==> config.mk <==
export PLATFORM = sky130hd
export DESIGN_NAME = fb_rect_filler_flat
export DESIGN_NICKNAME = d
export VERILOG_FILES = /design/src/rtl/fb_rect_filler_if.sv /design/src/rtl/fb_rect_filler.sv /design/src/flat_wrapper.sv
export SDC_FILE = /design/constraint.sdc
export NUM_CORES = 1
export LEC_CHECK = 0
export CAP_MARGIN = 0
export CORE_ASPECT_RATIO = 1.4
export CORE_MARGIN = 2
export CORE_UTILIZATION = 50
export DETAILED_ROUTE_END_ITERATION = 8
export PLACE_DENSITY_LB_ADDON = 0.2
export SYNTH_ARGS = -nofsm -noshare
export SYNTH_HDL_FRONTEND = slang
export SYNTH_SLANG_ARGS = --single-unit
export TNS_END_PERCENT = 5
==> constraint.sdc <==
create_clock -name clk_i -period 4.25 [get_ports clk_i]
set_clock_uncertainty 0.15 [all_clocks]
set_input_delay 0.425 -clock clk_i [delete_from_list [all_inputs] [get_ports clk_i]]
set_output_delay 0.425 -clock clk_i [all_outputs]
set_load 0.05 [all_outputs]
==> src/rtl/fb_rect_filler_if.sv <==
// fb_rect_filler_if
//   Bundles the command channel, the framebuffer write channel and the
//   status outputs of fb_rect_filler. Clock and reset stay plain ports.
//   Parameters must match the fb_rect_filler instance they connect to.
//
//   Command channel : cmd_valid_i / cmd_ready_o, cmd_x0_i, cmd_y0_i,
//                     cmd_x1_i, cmd_y1_i (inclusive corners), cmd_color_i
//   Write channel   : fb_wr_en_o / fb_wr_ready_i, fb_wr_x_o, fb_wr_y_o,
//                     fb_wr_color_o
//   Sync / status   : frame_start_i, busy_o, done_o
//
//   modport slave  : filler side (drives *_o, reads *_i)
//   modport master : command source / arbiter / bench side
interface fb_rect_filler_if #(
  parameter int FB_WIDTH   = 400,
  parameter int FB_HEIGHT  = 300,
  parameter int COLOR_BITS = 12
);
  localparam int X_BITS = $clog2(FB_WIDTH);
  localparam int Y_BITS = $clog2(FB_HEIGHT);

  logic                  cmd_valid_i;
  logic                  cmd_ready_o;
  logic [X_BITS-1:0]     cmd_x0_i;
  logic [Y_BITS-1:0]     cmd_y0_i;
  logic [X_BITS-1:0]     cmd_x1_i;
  logic [Y_BITS-1:0]     cmd_y1_i;
  logic [COLOR_BITS-1:0] cmd_color_i;
  logic                  frame_start_i;
  logic                  fb_wr_en_o;
  logic [X_BITS-1:0]     fb_wr_x_o;
  logic [Y_BITS-1:0]     fb_wr_y_o;
  logic [COLOR_BITS-1:0] fb_wr_color_o;
  logic                  fb_wr_ready_i;
  logic                  busy_o;
  logic                  done_o;

  modport slave (
    input  cmd_valid_i, cmd_x0_i, cmd_y0_i, cmd_x1_i, cmd_y1_i, cmd_color_i,
    input  frame_start_i, fb_wr_ready_i,
    output cmd_ready_o, fb_wr_en_o, fb_wr_x_o, fb_wr_y_o, fb_wr_color_o,
    output busy_o, done_o
  );

  modport master (
    output cmd_valid_i, cmd_x0_i, cmd_y0_i, cmd_x1_i, cmd_y1_i, cmd_color_i,
    output frame_start_i, fb_wr_ready_i,
    input  cmd_ready_o, fb_wr_en_o, fb_wr_x_o, fb_wr_y_o, fb_wr_color_o,
    input  busy_o, done_o
  );
endinterface

==> src/rtl/fb_rect_filler.sv <==
// fb_rect_filler
//   Framebuffer write-side engine. Accepts one rectangle-fill command at a
//   time, clamps it to the framebuffer, and issues one write per pixel in
//   raster order (left to right, top to bottom) to the write-port arbiter.
//
//   Ports:
//     clk_i    : system clock
//     reset_i  : synchronous, active-high reset
//     bus      : fb_rect_filler_if.slave (command, write and status signals)
//
//   Optional feature: define FB_RECT_FILLER_VSYNC_WAIT_EN to hold each
//   non-empty command in WAIT_VS until the next frame_start_i pulse, so the
//   fill starts at the beginning of vertical blank.
module fb_rect_filler #(
  parameter int FB_WIDTH   = 400,
  parameter int FB_HEIGHT  = 300,
  parameter int COLOR_BITS = 12
) (
  input  logic              clk_i,
  input  logic              reset_i,
  fb_rect_filler_if.slave   bus
);
  localparam int X_BITS = $clog2(FB_WIDTH);
  localparam int Y_BITS = $clog2(FB_HEIGHT);
  localparam logic [X_BITS-1:0] LP_X_MAX = X_BITS'(FB_WIDTH - 1);
  localparam logic [Y_BITS-1:0] LP_Y_MAX = Y_BITS'(FB_HEIGHT - 1);

  typedef enum logic [1:0] {
    ST_IDLE,
`ifdef FB_RECT_FILLER_VSYNC_WAIT_EN
    ST_WAIT_VS,
`endif
    ST_FILL,
    ST_DONE
  } state_t;

  state_t                r_state;
  state_t                w_state_next;

  logic [X_BITS-1:0]     r_x0;
  logic [X_BITS-1:0]     r_x1c;
  logic [Y_BITS-1:0]     r_y1c;
  logic [X_BITS-1:0]     r_x;
  logic [Y_BITS-1:0]     r_y;
  logic [COLOR_BITS-1:0] r_color;
  logic                  r_wr_en;

  logic [X_BITS-1:0]     w_x1c;
  logic [Y_BITS-1:0]     w_y1c;
  logic                  w_empty;
  logic                  w_accept_cmd;
  logic                  w_wr_acc;
  logic                  w_row_end;
  logic                  w_last;

  // Clamp the far corner to the framebuffer; a start corner outside the
  // framebuffer or past the clamped far corner means nothing to draw.
  assign w_x1c = (bus.cmd_x1_i > LP_X_MAX) ? LP_X_MAX : bus.cmd_x1_i;
  assign w_y1c = (bus.cmd_y1_i > LP_Y_MAX) ? LP_Y_MAX : bus.cmd_y1_i;
  assign w_empty = (bus.cmd_x0_i > LP_X_MAX) | (bus.cmd_y0_i > LP_Y_MAX) |
                   (bus.cmd_x0_i > w_x1c)    | (bus.cmd_y0_i > w_y1c);

  assign w_accept_cmd = bus.cmd_valid_i & (r_state == ST_IDLE);
  assign w_wr_acc     = r_wr_en & bus.fb_wr_ready_i;
  assign w_row_end    = (r_x == r_x1c);
  assign w_last       = w_row_end & (r_y == r_y1c);

`ifndef FB_RECT_FILLER_VSYNC_WAIT_EN
  logic w_unused_frame_start;
  assign w_unused_frame_start = bus.frame_start_i;
`endif

  // State register
  always_ff @(posedge clk_i) begin
    if (reset_i) r_state <= ST_IDLE;
    else         r_state <= w_state_next;
  end

  // Next-state logic
  always_comb begin
    w_state_next = r_state;
    case (r_state)
      ST_IDLE: begin
        if (w_accept_cmd) begin
          if (w_empty) begin
            w_state_next = ST_DONE;
          end else begin
`ifdef FB_RECT_FILLER_VSYNC_WAIT_EN
            w_state_next = ST_WAIT_VS;
`else
            w_state_next = ST_FILL;
`endif
          end
        end
      end
`ifdef FB_RECT_FILLER_VSYNC_WAIT_EN
      ST_WAIT_VS: if (bus.frame_start_i) w_state_next = ST_FILL;
`endif
      ST_FILL: if (w_wr_acc && w_last) w_state_next = ST_DONE;
      ST_DONE: w_state_next = ST_IDLE;
      default: w_state_next = ST_IDLE;
    endcase
  end

  // Status outputs decoded from state
  always_comb begin
    bus.cmd_ready_o = (r_state == ST_IDLE);
    bus.busy_o      = (r_state != ST_IDLE);
    bus.done_o      = (r_state == ST_DONE);
  end

  // Write-channel registers. The request flag tracks the upcoming state so
  // it rises together with entry to FILL and falls with the final accept.
  always_ff @(posedge clk_i) begin
    if (reset_i) begin
      r_x0    <= '0;
      r_x1c   <= '0;
      r_y1c   <= '0;
      r_x     <= '0;
      r_y     <= '0;
      r_color <= '0;
      r_wr_en <= 1'b0;
    end else begin
      r_wr_en <= (w_state_next == ST_FILL);
      case (r_state)
        ST_IDLE: begin
          if (w_accept_cmd && !w_empty) begin
            r_x0    <= bus.cmd_x0_i;
            r_x1c   <= w_x1c;
            r_y1c   <= w_y1c;
            r_x     <= bus.cmd_x0_i;
            r_y     <= bus.cmd_y0_i;
            r_color <= bus.cmd_color_i;
          end
        end
        ST_FILL: begin
          if (w_wr_acc && !w_last) begin
            if (w_row_end) begin
              r_x <= r_x0;
              r_y <= r_y + Y_BITS'(1);
            end else begin
              r_x <= r_x + X_BITS'(1);
            end
          end
        end
        default: ;
      endcase
    end
  end

  assign bus.fb_wr_en_o    = r_wr_en;
  assign bus.fb_wr_x_o     = r_x;
  assign bus.fb_wr_y_o     = r_y;
  assign bus.fb_wr_color_o = r_color;

endmodule

==> src/flat_wrapper.sv <==
// flat-port wrapper written by rule: the top's interface ports become plain ports
module fb_rect_filler_flat 
#(
  parameter int FB_WIDTH   = 400,
  parameter int FB_HEIGHT  = 300,
  parameter int COLOR_BITS = 12
)
  (clk_i, reset_i, bus_cmd_valid_i, bus_cmd_x0_i, bus_cmd_y0_i, bus_cmd_x1_i, bus_cmd_y1_i, bus_cmd_color_i, bus_frame_start_i, bus_fb_wr_ready_i, bus_cmd_ready_o, bus_fb_wr_en_o, bus_fb_wr_x_o, bus_fb_wr_y_o, bus_fb_wr_color_o, bus_busy_o, bus_done_o);
  fb_rect_filler_if #(.FB_WIDTH(FB_WIDTH), .FB_HEIGHT(FB_HEIGHT), .COLOR_BITS(COLOR_BITS)) bus_i ();
  input  logic clk_i;
  input  logic reset_i;
  input wire logic [$bits(bus_i.cmd_valid_i)-1:0] bus_cmd_valid_i;
  input wire logic [$bits(bus_i.cmd_x0_i)-1:0] bus_cmd_x0_i;
  input wire logic [$bits(bus_i.cmd_y0_i)-1:0] bus_cmd_y0_i;
  input wire logic [$bits(bus_i.cmd_x1_i)-1:0] bus_cmd_x1_i;
  input wire logic [$bits(bus_i.cmd_y1_i)-1:0] bus_cmd_y1_i;
  input wire logic [$bits(bus_i.cmd_color_i)-1:0] bus_cmd_color_i;
  input wire logic [$bits(bus_i.frame_start_i)-1:0] bus_frame_start_i;
  input wire logic [$bits(bus_i.fb_wr_ready_i)-1:0] bus_fb_wr_ready_i;
  output wire logic [$bits(bus_i.cmd_ready_o)-1:0] bus_cmd_ready_o;
  output wire logic [$bits(bus_i.fb_wr_en_o)-1:0] bus_fb_wr_en_o;
  output wire logic [$bits(bus_i.fb_wr_x_o)-1:0] bus_fb_wr_x_o;
  output wire logic [$bits(bus_i.fb_wr_y_o)-1:0] bus_fb_wr_y_o;
  output wire logic [$bits(bus_i.fb_wr_color_o)-1:0] bus_fb_wr_color_o;
  output wire logic [$bits(bus_i.busy_o)-1:0] bus_busy_o;
  output wire logic [$bits(bus_i.done_o)-1:0] bus_done_o;
  assign bus_i.cmd_valid_i = bus_cmd_valid_i;
  assign bus_i.cmd_x0_i = bus_cmd_x0_i;
  assign bus_i.cmd_y0_i = bus_cmd_y0_i;
  assign bus_i.cmd_x1_i = bus_cmd_x1_i;
  assign bus_i.cmd_y1_i = bus_cmd_y1_i;
  assign bus_i.cmd_color_i = bus_cmd_color_i;
  assign bus_i.frame_start_i = bus_frame_start_i;
  assign bus_i.fb_wr_ready_i = bus_fb_wr_ready_i;
  assign bus_cmd_ready_o = bus_i.cmd_ready_o;
  assign bus_fb_wr_en_o = bus_i.fb_wr_en_o;
  assign bus_fb_wr_x_o = bus_i.fb_wr_x_o;
  assign bus_fb_wr_y_o = bus_i.fb_wr_y_o;
  assign bus_fb_wr_color_o = bus_i.fb_wr_color_o;
  assign bus_busy_o = bus_i.busy_o;
  assign bus_done_o = bus_i.done_o;
  fb_rect_filler #(.FB_WIDTH(FB_WIDTH), .FB_HEIGHT(FB_HEIGHT), .COLOR_BITS(COLOR_BITS)) u_core (.clk_i(clk_i), .reset_i(reset_i), .bus(bus_i));
endmodule
==> reports/results.tsv, run 1 <==
metric	value	unit
status	completed	
synth_flop_cell	dfxtp_1	
postCtsHoldBufs	0	
grt_overflow_total	0	
drtPass1Iterations	5	
min_path_type	reg -> reg	
slew_violations	0	
worstSetupStartpointType	input pin	
finish.cell_count_without_fillers	627	
drtAntennaViolNets	0	
grt_setup_unrepaired	false	
worst-setup-path-type	in -> reg	
cp_max_fo	14	
fin_total_pwr	0.00158	W
reg2regPathDepth	6	
cts_max_path_buffers	2	
ioPinCount	87	
drive_gt1_share	6.77	%
fin_hold_ws	0.306	ns
place_inst	611	
post_cts_buffers	0	
r2r_end	u_core.bus.fb_wr_y_o[7]$_SDFFE_PP0P_	
die_area	7650	um^2
synth-async-reset-ratio	0	%
drc_errors	0	
cts_tree	yes	
end_kind	register	
hold_start	u_core.bus.fb_wr_color_o[1]$_SDFFE_PP0P_	
cts.sinks	60	
dp.final_hpwl	6750	um
n_antenna_cell	0	
worst_pin_slew	0.838	ns
setup_viol	0	
p_per_area	345	nW/um^2
arrival	3.79	ns
p_leak	1.78	nW
synth_area	3480	um^2
grt.total_usage	25.9	%
clk_pin_slew	0.07	ns
hold_viol_final	0	
finalWorstSetupSlack	0.587	ns
slew-limit-headroom	44.2	%
numCtsBuffers	9	
antenna_found_initial	0	
r2r_start	u_core.bus.fb_wr_x_o[2]$_SDFFE_PP0P_	
synth_nets	520	
setup_tns	0	ns
cts_resized	0	
dp_slack	0.264	ns
rows	36	
drt-total-wl	9410	um
period_share	86.2	%
clk_latency	0.35	ns
die_w	74.5	um
die_h	103	um
yosys_warnings	0	
initial_core_util	50.8	%
multiInputGateArea	2110	um^2
ys_ff_latch	60	
via_count	3469	
ff2ff_setup_slack	1.26	ns
syn2layout_area_growth	31.6	%
fillers	612	
ys_seq_area_share	34.5	%
grt_pass1_wl	15200	um
io_buffer_count	85	
final.min_clock_period	3.66	ns
h-tree-depth	3	
cap_violations	0	
seq_area	1200	um^2
worstPathRequired	4.38	ns
syn-instance-count	447	
synth_edf_count	0	
grt_max_degree	67	
cts_root_buf	clkbuf_8	
peakVddDrop	0.000261	V
syn_avg_cell_area	7.78	um^2
nets	600	
wl_per_cell	15.0	um
fmax	273	MHz
routed_via_density	5.53	
holdPathEnd	u_core.bus.fb_wr_color_o[1]$_SDFFE_PP0P_	
core-area	6850	um^2
gp_congestion	0.898	
whs_path_depth	2	
first_global_vias	3259	
yosysUniqueCellTypes	50	
drt_iter0_markers	160	
[kinds of logic after synthesis]
kind of cell	Yosys count	share of synthesized area [%]
DFF	60	34.5
xor gates and xnor gates	25	6.29
adders and majority gates	20	7.19
muxes	9	2.63
buffers and inverters	34	4.78
AOI/OAI and AO/OA	112	20.5
and+or+nand+nor	187	24.1
[through the flow]
step | instance area, um^2 | util (%)
3_3_place_gp | 4390 | 64.1
4_1_cts | 4580 | 66.9
2_1_floorplan | 3480 | -
6_report | 4580 | 66.9
5_1_grt | 4580 | 66.9
3_5_place_dp | 4390 | 64.1
[per-layer routing]
metal  up-vias  track usage (%)  routed length [um]
li1       1731                -                   -
met1      1624             30.0                3740
met2       101             47.0                5080
met3        13             5.18                 433
met4         0             8.52                 157
met5         -                0                   0
[cell usage in the layout, fill, tap and decap left out, types with 4 or more instances in the layout]
master           count
a211o_1              5
a211oi_1            17
a21o_1               6
a21oi_1             49
a22oi_1              4
and3_1               8
buf_4               11
clkbuf_8             9
clkdlybuf4s50_1     84
dfxtp_1             60
ha_1                20
inv_1                7
mux2i_1              8
nand2_1             82
nand2b_1            11
nand3_1             16
nand4_1              5
nor2_1              46
nor3_1               6
o21ai_0              7
o21ai_1              7
xnor2_1             15
xor2_1              10
[registers in the layout (all words and copies together), names as in the netlist]
| name | cells |
|---|---|
| u_core.bus.fb_wr_color_o | 12 |
| u_core.bus.fb_wr_en_o | 1 |
| u_core.bus.fb_wr_x_o | 9 |
| u_core.bus.fb_wr_y_o | 9 |
| u_core.r_state | 2 |
| u_core.r_x0 | 9 |
| u_core.r_x1c | 9 |
| u_core.r_y1c | 9 |
[critical path, cell delays in order]
cell             delay [ns]
clkdlybuf4s50_1        0.45
a21o_1                 0.19
a211oi_1               0.29
nand2b_1               0.17
nand2_1                0.07
ha_1                   0.29
a21o_1                 0.18
a21o_1                 0.17
a2111o_1               0.38
and3_1                 0.19
or2_1                  0.38
buf_4                  0.25
a22o_1                 0.21
a21oi_1                0.13
[area by class of cell]
| type | instances | share of cell area, % |
|---|---|---|
| clock inverters | 7 | 1.48 |
| inverters | 7 | 0.574 |
| flip-flops and latches | 60 | 26.2 |
| repair buffers | 96 | 20.3 |
| multi-input cells | 353 | 46.1 |
| well taps | 95 | 2.60 |
| clock buffers | 9 | 2.71 |
[how the worst max path moves through the flow]
stage,endpoint,cells past startpoint,startpoint
4_1_cts,u_core.bus.fb_wr_y_o[1]$_SDFFE_PP0P_,14,bus_cmd_y1_i[2]
2_1_floorplan,u_core.bus.fb_wr_y_o[7]$_SDFFE_PP0P_,14,bus_cmd_y1_i[2]
5_1_grt,u_core.r_y1c[5]$_SDFFE_PP0P_,14,bus_cmd_y1_i[2]
6_report,u_core.bus.fb_wr_y_o[1]$_SDFFE_PP0P_,14,bus_cmd_y1_i[2]
3_5_place_dp,u_core.bus.fb_wr_y_o[1]$_SDFFE_PP0P_,14,bus_cmd_y1_i[2]
3_3_place_gp,u_core.bus.fb_wr_y_o[1]$_SDFFE_PP0P_,14,bus_cmd_y1_i[2]
[power breakdown]
part | switching (W) | internal (W) | leakage [nW] | total (W)
sequential | 0.0000341 | 0.000595 | 0.487 | 0.000629
combinational | 0.000263 | 0.000184 | 1.20 | 0.000447
clock | 0.000235 | 0.000267 | 0.0910 | 0.000501
[cells in the mapped netlist (all sizes together), types with 7 or more instances]
| cell type | n | area [um^2] |
|---|---|---|
| xor2 | 10 | 87.6 |
| a211oi | 17 | 128 |
| ha | 20 | 250 |
| inv | 7 | 26.3 |
| nor2 | 47 | 179 |
| dfxtp | 60 | 1200 |
| nand3 | 16 | 80.1 |
| buf | 11 | 80.1 |
| mux2i | 8 | 80.1 |
| a21oi | 50 | 254 |
| nand2b | 11 | 68.8 |
| xnor2 | 15 | 131 |
| o21ai | 14 | 70.1 |
| clkbuf | 16 | 60.1 |
| and3 | 8 | 50.1 |
| nand2 | 82 | 308 |
No activity file was read; power rests on OpenSTA's default activity.
==> inputs of run 2 (changes only) <==
--- a/config.mk
+++ b/config.mk
@@ -5,6 +5,7 @@
 export SDC_FILE = /design/constraint.sdc
 export NUM_CORES = 1
 export LEC_CHECK = 0
+export ABC_CLOCK_PERIOD_IN_PS = 4250
 export CAP_MARGIN = 0
 export CORE_ASPECT_RATIO = 1.4
 export CORE_MARGIN = 2
==> results of run 2 <==
Same layout as run 1: the final DEF is identical, and so are final timing and power.
